### src/rtl/tx_pkg.sv
// Shared definitions for the UART transmit arbiter: FSM encoding, the idle
// filler byte and the bit positions inside the one-hot grant vector.
package tx_pkg;

  typedef enum logic [1:0] {
    IDLE  = 2'd0,
    ALIGN = 2'd1,
    SEND  = 2'd2
  } tx_state_t;

  localparam logic [7:0] IDLE_BYTE = 8'h00;

  localparam int GRANT_MAN = 0;
  localparam int GRANT_AUT = 1;

endpackage

### src/rtl/tx_watchdog.sv
// Saturating cycle counter that flags a stalled transfer once it has counted
// LIMIT-1 cycles without being cleared.
module tx_watchdog #(
  parameter int              TO_W  = 16,
  parameter logic [TO_W-1:0] LIMIT = 16'd8192
) (
  input  logic clock,
  input  logic reset,
  input  logic clear,
  input  logic enable,
  output logic expired
);

  localparam logic [TO_W-1:0] LAST = LIMIT - TO_W'(1);

  logic [TO_W-1:0] count;

  // Clear has priority; the count parks at all-ones instead of wrapping.
  always_ff @(posedge clock or negedge reset) begin
    if (!reset) begin
      count <= '0;
    end else if (clear) begin
      count <= '0;
    end else if (enable && (count != '1)) begin
      count <= count + TO_W'(1);
    end
  end

  assign expired = (count >= LAST);

endmodule

### src/rtl/uart_tx_arbiter.sv
// Shares the UART transmit byte between the manual encoder and the script
// executor, keeping IDLE_BYTE on the line between single-byte commands.
module uart_tx_arbiter
  import tx_pkg::*;
#(
  parameter int              TO_W           = 16,
  parameter logic [TO_W-1:0] TIMEOUT_CYCLES = 16'd8192
) (
  input  logic       clock,
  input  logic       reset,
  input  logic       mode_auto,
  input  logic       man_valid,
  input  logic [7:0] man_bits,
  output logic       man_ack,
  input  logic       aut_valid,
  input  logic [7:0] aut_bits,
  output logic       aut_ack,
  input  logic       uart_ready,
  output logic [7:0] uart_bits,
  output logic       busy,
  output logic [1:0] grant,
  output logic       timeout_err,
  input  logic       err_clr
);

  tx_state_t  state, state_n;
  logic [7:0] hold, hold_n;
  logic [7:0] bits_n;
  logic [1:0] grant_n;
  logic       man_ack_n, aut_ack_n, err_n;
  logic       wd_clear, wd_en, wd_expired;
  logic       pick_aut;

  tx_watchdog #(
    .TO_W  (TO_W),
    .LIMIT (TIMEOUT_CYCLES)
  ) u_watchdog (
    .clock   (clock),
    .reset   (reset),
    .clear   (wd_clear),
    .enable  (wd_en),
    .expired (wd_expired)
  );

  always_comb begin
    state_n   = state;
    hold_n    = hold;
    bits_n    = uart_bits;
    grant_n   = grant;
    man_ack_n = 1'b0;
    aut_ack_n = 1'b0;
    err_n     = err_clr ? 1'b0 : timeout_err;
    wd_clear  = uart_ready;
    wd_en     = 1'b0;
    pick_aut  = 1'b0;

    unique case (state)
      IDLE: begin
        bits_n  = IDLE_BYTE;
        grant_n = 2'b00;
        // Nothing is granted in the ack cycle, so a valid still held there
        // cannot buy a second byte for the same handshake.
        if (!(man_ack || aut_ack) && (man_valid || aut_valid)) begin
          pick_aut = aut_valid && (mode_auto || !man_valid);
          hold_n   = pick_aut ? aut_bits : man_bits;
          bits_n   = hold_n;
          grant_n  = pick_aut ? 2'b10 : 2'b01;
          wd_clear = 1'b1;
          state_n  = ALIGN;
        end
      end

      ALIGN: begin
        wd_en  = 1'b1;
        bits_n = hold;
        if (uart_ready) begin
          state_n = SEND;
        end else if (wd_expired) begin
          err_n   = 1'b1;
          grant_n = 2'b00;
          bits_n  = IDLE_BYTE;
          state_n = IDLE;
        end
      end

      SEND: begin
        wd_en  = 1'b1;
        bits_n = hold;
        if (uart_ready) begin
          man_ack_n = grant[GRANT_MAN];
          aut_ack_n = grant[GRANT_AUT];
          grant_n   = 2'b00;
          bits_n    = IDLE_BYTE;
          state_n   = IDLE;
        end else if (wd_expired) begin
          err_n   = 1'b1;
          grant_n = 2'b00;
          bits_n  = IDLE_BYTE;
          state_n = IDLE;
        end
      end

      default: begin
        grant_n = 2'b00;
        bits_n  = IDLE_BYTE;
        state_n = IDLE;
      end
    endcase
  end

  always_ff @(posedge clock or negedge reset) begin
    if (!reset) begin
      state       <= IDLE;
      hold        <= IDLE_BYTE;
      uart_bits   <= IDLE_BYTE;
      grant       <= 2'b00;
      busy        <= 1'b0;
      man_ack     <= 1'b0;
      aut_ack     <= 1'b0;
      timeout_err <= 1'b0;
    end else begin
      state       <= state_n;
      hold        <= hold_n;
      uart_bits   <= bits_n;
      grant       <= grant_n;
      busy        <= (state_n != IDLE);
      man_ack     <= man_ack_n;
      aut_ack     <= aut_ack_n;
      timeout_err <= err_n;
    end
  end

endmodule

### config.mk
export PLATFORM = sky130hd
export DESIGN_NAME = uart_tx_arbiter
export DESIGN_NICKNAME = d
export VERILOG_FILES = /design/src/rtl/tx_pkg.sv /design/src/rtl/tx_watchdog.sv /design/src/rtl/uart_tx_arbiter.sv
export SDC_FILE = /design/constraint.sdc
export NUM_CORES = 1
export LEC_CHECK = 0
export CORE_AREA = 5 5 99 101
export DETAILED_ROUTE_END_ITERATION = 16
export DIE_AREA = 0 0 104 106
export PLACE_DENSITY = 0.54
export SYNTH_ARGS = -nofsm -noshare
export SYNTH_HDL_FRONTEND = slang
export SYNTH_HIERARCHICAL = 1
export SYNTH_SLANG_ARGS = --single-unit
### constraint.sdc
create_clock -name clock -period 2.8 [get_ports clock]
set_input_delay 0.84 -clock clock [delete_from_list [all_inputs] [get_ports clock]]
set_output_delay 0.84 -clock clock [all_outputs]
set_load 0.02 [all_outputs]
==> results of run 1 <==
[report_power, final]
part | total, mW | internal [mW] | switching, mW | leakage (nW)
Combinational | 0.958 | 0.421 | 0.537 | 0.559
Clock | 0.493 | 0.269 | 0.224 | 0.0548
Sequential | 0.821 | 0.735 | 0.0867 | 0.528
Total | 2.27 | 1.42 | 0.848 | 1.14
[sequential cells by signal, summed over array words and instances (netlist names)]
signal	flops
u_watchdog/count	16
hold	8
aut_ack	1
uart_bits	8
man_ack	1
busy	1
timeout_err	1
grant	2
state	2
[path summary, 6_finish.rpt]
| kind | end | slack [ps] | cells past startpoint |
|---|---|---|---|
| max | u_watchdog/count[3]$_DFFE_PN0P_ | 390 | 7 |
| min | hold[5]$_DFFE_PN0P_ | 480 | 2 |
| max reg2reg | uart_bits[5]$_DFF_PN0_ | 600 | 9 |
| min reg2reg | hold[5]$_DFFE_PN0P_ | 480 | 2 |
| max in group asynchronous | u_watchdog/count[0]$_DFFE_PN0P_ | 1840 | 2 |
| min in group asynchronous | u_watchdog/count[13]$_DFFE_PN0P_ | 600 | 2 |
[logic make-up after synthesis]
family	after synthesis
buf+inv	20
fa+ha+maj	5
flops	40
xor+xnor	1
simple gates	96
compound gates	56
mux	2
[layout make-up]
class	instances	area, sq um
fillers	952	6190
multi-input cells	160	1050
flip-flops and latches	40	1000
repair buffers	42	400
well taps	111	139
clock buffers	5	68.8
clock inverters	3	46.3
inverters	10	37.5
[worst max-delay path, stage by stage]
cell and delay [ps]:
clkdlybuf4s50_1 490, nor2_1 70, or4b_4 480, nand2b_1 130
buf_4 180, nor3b_1 60, a221o_1 350
[routing by layer]
metal	up-vias	track usage
met5	-	0
met4	0	0.0305
met3	5	0.0206
met2	35	0.163
met1	885	0.127
li1	893	-
[placed cells by master, fill, tap and decap left out, types with 2 or more instances in the layout]
cell type / instances
nor3_1: 7
and3_1: 8
mux2i_1: 2
o2bb2ai_1: 8
a21oi_1: 9
nand2_1: 33
nor2_1: 11
a31oi_1: 5
nand3_1: 7
clkbuf_8: 5
a211o_1: 2
or4_1: 3
nor2b_1: 4
clkdlybuf4s50_1: 35
o41ai_1: 3
a211oi_1: 4
nand2b_1: 3
buf_4: 6
and4_1: 4
nor3b_1: 4
dfrtp_1: 40
a22oi_1: 8
inv_1: 10
o21ai_0: 4
o22ai_1: 3
and3_2: 2
o31ai_1: 3
ha_1: 5
[synthesized netlist by cell type, types with 4 or more instances]
cell type,count,area share
a211oi_1,4,0.014
a21oi_1,9,0.021
a22oi_1,8,0.028
a31oi_1,5,0.015
and3_1,8,0.023
and4_1,4,0.016
clkbuf_1,4,0.0070
dfrtp_1,40,0.47
ha_1,5,0.029
inv_1,10,0.017
nand2_1,33,0.058
nand3_1,7,0.016
nor2_1,11,0.019
nor2b_1,4,0.012
nor3_1,7,0.016
nor3b_1,4,0.014
o21ai_0,4,0.0093
o2bb2ai_1,8,0.033
==> flow_summary.ini, run 1 <==
[global_route]
antenna_found_initial = 0
grt_max_degree = 41
grt_pass1_vias = 1803
grt-ovfl-total = 0
grt_usage = 0.0978
grt_pass1_wl_microns = 9060

[route]
wire_per_inst_microns = 14.0
drc_errors = 0
via_per_inst = 4.90
drtAntennaViolNets = 0
top_layer = met4
dr_wl_met3_microns = 180
dr.pass1.iters = 4
vias = 1818
first_iter_violations = 129
wirelength_microns = 5200
wl_met1_microns = 2600
dr_wl_met2_microns = 2350

[worst_hold_path]
hp-start = hold[5]$_DFFE_PN0P_
hold_class = reg2reg

[floorplanning]
row_count = 35
die_x_microns = 104
die_h_microns = 106
start_util = 0.240
dieArea_sq_um = 11000
ios = 37
core_sq_um = 8930

[place]
place_area_sq_um = 2630
dpl_worst_slack_ps = 59.5
place_hpwl_microns = 3730
place_congestion = 0.756
placedCellCount = 363
io_buffers = 36

[clock_network]
cts_buffers = 5
clock_sinks = 40
hold_buffers = 0
clk_pin_slew_ps = 90
cts_resized = 0
cts_buffer_depth = 2
cts_tree = done
root_buffer = clkbuf_8
h-tree-depth = 2
cts_setup_buffers = 0
clkLatencyLatePin_ps = 300

[cells_and_area]
final_area_sq_um = 2750
nets = 287
antenna_cells = 0
drive_gt1_frac = 0.100
final_cells = 371
final_core_util = 0.307
area_delta_synth_final_pct = 27.9

[power]
p_per_area_nw_per_um2 = 828
total_power_mw = 2.27
leakagePower_nw = 1.14
ir_worst_vdd_mv = 0.261

[worst_setup_path]
crit_start = aut_valid
arrival_ps = 2600
crit_type = in2reg
cp_max_fo = 10
rr_startpoint = u_watchdog/count[0]$_DFFE_PN0P_
cp-end-kind = register
crit_required_ps = 2980
start_kind = input port

[yosys]
synth-edff-count = 0
synth_compound_area_frac = 0.191
synthCells = 220
synth_top_family_by_area = simple AND/OR/NAND/NOR gates
synthSimpleGateAreaFrac = 0.257
yosysSeqAreaShare = 0.466
synthAdderAreaFrac = 0.0291
async_flop_share = 1.00
yosys_warnings = 6
muxShareOfSynthArea = 0.00932
ys_ff_latch = 40
netlist_area_sq_um = 2150
postSynthAreaPerCell_sq_um = 9.76
synth_top_flop_cell = dfrtp_1
yosys.area_share.xor_xnor = 0.00408
synth.net_count = 248
synth_cell_types = 48

[sta]
skew_ps = 7.98
rsz0062_at_grt = no
setup_tns_ps = 0
hold_viol = 0
period_share = 0.862
finalSetupViolCount = 0
whs_ps = 484
max_freq_ghz = 0.414
slew_violations = 0
max_slew_margin = 0.540
setup_slack_ps = 387
post-route-min-period_ps = 2410
worst_slew_pin_slew_ps = 685

[flow_run]
maxCapViolations = 0

[status]
status = completed
Note: power is estimated with default switching activity, not from simulation.
==> run 2, diff against run 1 <==
--- a/config.mk
+++ b/config.mk
@@ -6,6 +6,7 @@
 export NUM_CORES = 1
 export LEC_CHECK = 0
 export CORE_AREA = 5 5 99 101
+export CTS_CLUSTER_SIZE = 14
 export DETAILED_ROUTE_END_ITERATION = 16
 export DIE_AREA = 0 0 104 106
 export PLACE_DENSITY = 0.54
==> results of run 2 <==
Same layout as run 1: the final DEF is identical, and so are final timing and power.
==> RTL edit 1: new RTL, settings of run 1 <==
`TO_W` is set to 16 in 2 places; all go to 20.
--- a/src/rtl/tx_watchdog.sv
+++ b/src/rtl/tx_watchdog.sv
@@ -2,5 +2,5 @@
 // LIMIT-1 cycles without being cleared.
 module tx_watchdog #(
-  parameter int              TO_W  = 16,
+  parameter int              TO_W  = 20,
   parameter logic [TO_W-1:0] LIMIT = 16'd8192
 ) (
--- a/src/rtl/uart_tx_arbiter.sv
+++ b/src/rtl/uart_tx_arbiter.sv
@@ -4,5 +4,5 @@
   import tx_pkg::*;
 #(
-  parameter int              TO_W           = 16,
+  parameter int              TO_W           = 20,
   parameter logic [TO_W-1:0] TIMEOUT_CYCLES = 16'd8192
 ) (
Formal check against the unedited RTL: same outputs for any inputs over 10 cycles, from zero or initial values and one cycle with reset low; that may be too few to reach the edited logic, so the function may still have changed.
==> RTL edit 1 against run 1 <==
Die area unchanged; area after synthesis up 3.8%; critical path depth unchanged; design area up 3.6%; cell count up 1.6%; sequential share of layout area up 2.3 points; sequential cell count up 4; wire length down 3.2%; power down 2.8%; worst setup slack better by 0.047 ns; critical path type unchanged.
==> RTL edit 1: results (changes against run 1) <==
Power
  • LEAKAGE: 0.001202 uW (+5.2%)
  • Max rail drop VDD: 0.0003585 V (+37%)

GRT
  • Met3 GRT Util: 0.02186 (+0.001214)
  • Met2 Use GR: 0.1694 (+0.006831)
  • First-pass GRT wire length: 8928 um (-1.4%)
  • Met1 usage: 0.1193 (-0.007852)
  • Vias in the first global route: 1873 (+3.9%)
  • Gr usage total: 0.09570 (-0.002061)
  • Largest net degree at the start of global routing: 24 (-41%)

Clocking
  • Worst-skew pair later-pin latency: 0.30 ns (about the same)

Placed design
  • GP Congestion: 0.8206 (+8.5%)
  • Dpl ws: 0.1379 ns (+0.07842 ns)
  • DP Cell Count: 369 (+1.7%)
  • HPWL after DPL: 3747 um (+0.41%)
  • Placed Instance Area: 2726 um2 (+3.7%)

Critical path
  • CP startpoint: man_valid
  • Crit path to: u_watchdog/count[17]
  • Worst path arrival time: 2.55 ns (-0.05 ns)
  • Reg2reg end: uart_bits[4]
  • Worst reg-to-reg path cell count: 8 (-1)
  • Crit-path slowest cell: clkdlybuf4s50_1
  • Worst Path Max Fanout: 11 (+1)

Finish
  • Invs w/o clock: 9 (-1)
  • Signal buffers share of area: 0.1426 (-0.003247)
  • Finished Layout Cells: 377 (+1.6%)
  • Repair and plain buffers: 41 (-2.4%)
  • Sequential Area: 1101 um2 (+10%)
  • Clock network area share: 0.04093 (-0.0009995)
  • Number of multi-input logic gates: 164 (+2.5%)
  • Multi-input logic area: 1047 um2 (-0.48%)
  • Biggest regs: u_watchdog/count (20), hold (8), uart_bits (8)
  • Layout cells sized above 1: 0.09774 (-0.002256)
  • Final #Nets: 293 (+2.1%)

Logic synthesis
  • Syn_nets: 253 (+2.0%)
  • Seq/Total Area, Yosys: 0.4941 (+0.02790)
  • Top cells by count, synth: 44 x dfrtp_1, 27 x nand2_1, 19 x nor2_1
  • Yosys cell types: 47 (-2.1%)
  • Flops & latches, synth: 44 (+10%)
  • Cells after Synth: 225 (+2.3%)
  • Most area-consuming cells after synthesis: dfrtp_1 49%, nand2_1 4.5%, nor2_1 3.2%

Routing
  • Wire per inst: 13.34 um (-4.8%)
  • Met3 wire len: 154 um (-14%)
  • Met2 routed WL: 2481 um (+5.5%)
  • Via Count: 1783 (-1.9%)
  • DR iter-0 viols: 81 (-37%)
  • Initial DRT Pass Iterations: 4 (unchanged)
  • Wl on met1: 2356 um (-9.4%)

Floorplan
  • Total Die Area: 11020 um2 (unchanged)

Run status
  • Run status: finished, final reports clean

Timing
  • Slew of the pin with the lowest slew margin: 0.7390 ns (+0.05426 ns)
  • Clock skew: 0.01301 ns (+0.005037 ns)
  • Final Cycle Share: 0.8450 (-0.01678)
RTL edit 1: worst min path at each step:
| stage | slack (ns) | end | startpoint | cells after the start |
|---|---|---|---|---|
| after floorplan | 0.45 | hold[0] | hold[0] | 2 |
| after global placement | 0.46 | hold[3] | hold[3] | 2 |
| after detailed placement | 0.46 | hold[5] | hold[5] | 2 |
| after CTS | 0.49 | hold[5] | hold[5] | 2 |
| after global routing | 0.51 | hold[1] | hold[1] | 2 |
| final | 0.48 | hold[2] | hold[2] | 2 |
RTL edit 1: cell families (layout without fill, tap and decap cells):
group / count (synthesis) / in the layout / share of synthesized area
simple gates: 97 / 97 / 0.2325
compound gates: 52 / 52 / 0.1690
flops: 44 / 44 / 0.4941
buf+inv: 17 / 58 / 0.03593
xor+xnor: 9 / 9 / 0.03538
fa+ha+maj: 5 / 5 / 0.02807
mux: 1 / 1 / 0.005053
RTL edit 1: report_power, final:
group	internal [uW]	switching, uW	total [uW]
combinational	361	490	851
clock	269	239	508
sequential	777	72.5	850
==> RTL edit 2: new RTL, flow settings as in run 1 <==
Made on the original files. The 3 states of `tx_state_t` get a one-hot encoding in 3 bits.
--- a/src/rtl/tx_pkg.sv
+++ b/src/rtl/tx_pkg.sv
@@ -3,8 +3,8 @@
 package tx_pkg;
 
-  typedef enum logic [1:0] {
-    IDLE  = 2'd0,
-    ALIGN = 2'd1,
-    SEND  = 2'd2
+  typedef enum logic [2:0] {
+    IDLE  = 3'b001,
+    ALIGN = 3'b010,
+    SEND  = 3'b100
   } tx_state_t;
 
Check against the original RTL: no difference found for any inputs over 10 cycles, from zero or initial values and one cycle with reset low; not proved beyond that.
==> RTL edit 2 against run 1 <==
Wire length shrank 1.7%; sequential cell count grew 1; area after synthesis grew 2.3%; fmax shrank 5.3%; power shrank 11%; combinational power shrank 20%; design area grew 0.73%; worst setup slack lost 0.13 ns; critical endpoint is now u_watchdog/count[1].
==> RTL edit 2: results (changes against run 1) <==
Run status
  • Run status: finished, final reports clean

Power
  • Int Pwr: 1269 uW (-11%)
  • Max rail drop VDD: 0.0002786 V (+6.7%)
  • LEAKAGE: 0.001113 uW (-2.6%)

Finish
  • Final #Nets: 283 (-1.4%)
  • Biggest regs: u_watchdog/count (16), hold (8), uart_bits (8)
  • Max reg flops: 16 (unchanged)
  • Fillers: 943 (-0.95%)
  • Antenna fix cells: 0 (unchanged)
  • Layout cells sized above 1: 0.1038 (+0.003846)

Hold path
  • HP Class: input pin to asynchronous set/reset pin

Timing
  • Slew of the pin with the lowest slew margin: 0.7163 ns (+0.03152 ns)
  • Final setup viols: 0 (unchanged)
  • Clock skew: 0.003648 ns (-0.004328 ns)

Logic synthesis
  • Post-synth EDFFs: 0 (unchanged)
  • Most area-consuming cells after synthesis: dfrtp_1 46%, mux2i_1 5.0%, nand2_1 4.1%
  • Syn_nets: 244 (-1.6%)
  • Yosys cell types: 55 (+15%)
  • Top cells by count, synth: 40 x dfrtp_1, 24 x nand2_1, 13 x o21ai_0
  • Ys async rst share: 1.000 (unchanged)
  • Seq/Total Area, Yosys: 0.4675 (+0.001339)
  • Synth warn: 6 (unchanged)

Clocking
  • Clock slew at reported path FFs: 0.08 ns
  • Clock Tree Buf Depth: 2 (unchanged)
  • Root Driver: clkbuf_8
  • Total CTS buffers: 5 (unchanged)
  • Worst-skew pair later-pin latency: 0.30 ns (about the same)
  • H-tree levels: 2 (unchanged)
  • Postcts setup bufs: 0 (unchanged)
  • # resized after CTS: 0 (unchanged)

Routing
  • DR iter-0 viols: 84 (-35%)
  • Routed WL: 5110 um (-1.7%)
  • Vias per inst: 4.873 (-0.55%)
  • Initial DRT Pass Iterations: 4 (unchanged)

GRT
  • Gr usage total: 0.09594 (-0.001823)
  • Vias in the first global route: 1864 (+3.4%)
  • Initial antenna violation count: 0 (unchanged)
  • Largest net degree at the start of global routing: 27 (-34%)
  • First-pass GRT wire length: 8901 um (-1.7%)

Placed design
  • HPWL after DPL: 3672 um (-1.6%)
  • GP Congestion: 0.7619 (+0.73%)
  • Port Buffer Count: 36 (unchanged)

Critical path
  • Worst reg2reg setup slack: 0.25 ns (-0.35 ns)
  • Worst Path Max Fanout: 11 (+1)
  • CP Launch Type: flip-flop
  • Worst path arrival time: 2.70 ns (+0.10 ns)
  • FF-to-FF Start: state[0]
[RTL edit 2: changes by cell type after synthesis, moves of 3 or more]
| cell | delta |
|---|---|
| mux2i_1 | +9 |
| nand2_1 | -9 |
| o21ai_0 | +9 |
| a22oi_1 | -8 |
| ha_1 | -4 |
| and3_1 | -3 |
| inv_1 | -3 |
| o21ai_2 | +3 |
[RTL edit 2: kinds of logic (layout without fill, tap and decap cells)]
group                    Yosys count  in the layout  share of synthesized area
buffers and inverters             17             57                    0.04043
AND/OR/NAND/NOR                   87             87                     0.2358
XOR/XNOR                           1              1                   0.003987
adder cells (fa/ha/maj)            1              1                   0.005694
flip-flops                        41             41                     0.4675
AO/OA/AOI/OAI                     62             62                     0.1965
multiplexers                      11             11                    0.05012
[RTL edit 2: per-layer routing]
layer / up-vias / share of wire / GRT usage
met5: - / 0 / 0
met4: 0 / 0.016 / 0.03330
met3: 8 / 0.029 / 0.02004
met2: 28 / 0.45 / 0.1498
met1: 876 / 0.50 / 0.1316
li1: 896 / - / -
[RTL edit 2: final cells by class]
| cell class | count | share of cell area |
|---|---|---|
| Clock inverter | 3 | 0.008145 |
| Tap cell | 111 | 0.05023 |
| Clock buffer | 5 | 0.02489 |
| Inverter | 7 | 0.009502 |
| Multi-Input combinational cell | 162 | 0.3910 |
| Sequential cell | 41 | 0.3715 |
| Timing Repair Buffer | 42 | 0.1448 |
[RTL edit 2: path summary, 6_finish.rpt]
| check | endpoint | cells after the start |
|---|---|---|
| max | u_watchdog/count[1] | 7 |
| min | state[1] | 1 |
| min in group clock | hold[0] | 2 |
| min reg2reg | hold[0] | 2 |
| max in group asynchronous | state[0] | 2 |
| max reg2reg | u_watchdog/count[1] | 7 |
[RTL edit 2: worst max-delay path: stages, from the launching register on]
cell and delay (ns):
dfstp_2 0.66, or4b_4 0.49, or2_1 0.26, nand2b_1 0.33, inv_1 0.18, and3_1 0.22
mux2i_1 0.13, o311ai_0 0.14
[RTL edit 2: power by group through the flow]
stage | sequential (uW) | clock, uW | combinational [uW]
2_1_floorplan | 923 | 0 | 432
3_3_place_gp | 865 | 0 | 768
3_5_place_dp | 867 | 0 | 774
4_1_cts | 854 | 419 | 775
5_1_grt | 875 | 439 | 844
6_report | 854 | 396 | 762
[RTL edit 2: stage by stage]
| stage | cells | hold WS (ns) | worst slack, ns | cell area, um2 |
|---|---|---|---|---|
| global route | 371 | 0.4792 | 0.1207 | 2765 |
| floorplan | 220 | 0.4497 | 0.4526 | 2197 |
| detailed placement | 363 | 0.4670 | 0.01625 | 2674 |
| CTS | 371 | 0.4636 | 0.2783 | 2765 |
| global placement | 363 | 0.4619 | 0.07499 | 2674 |
| finish | 371 | 0.4512 | 0.2527 | 2765 |
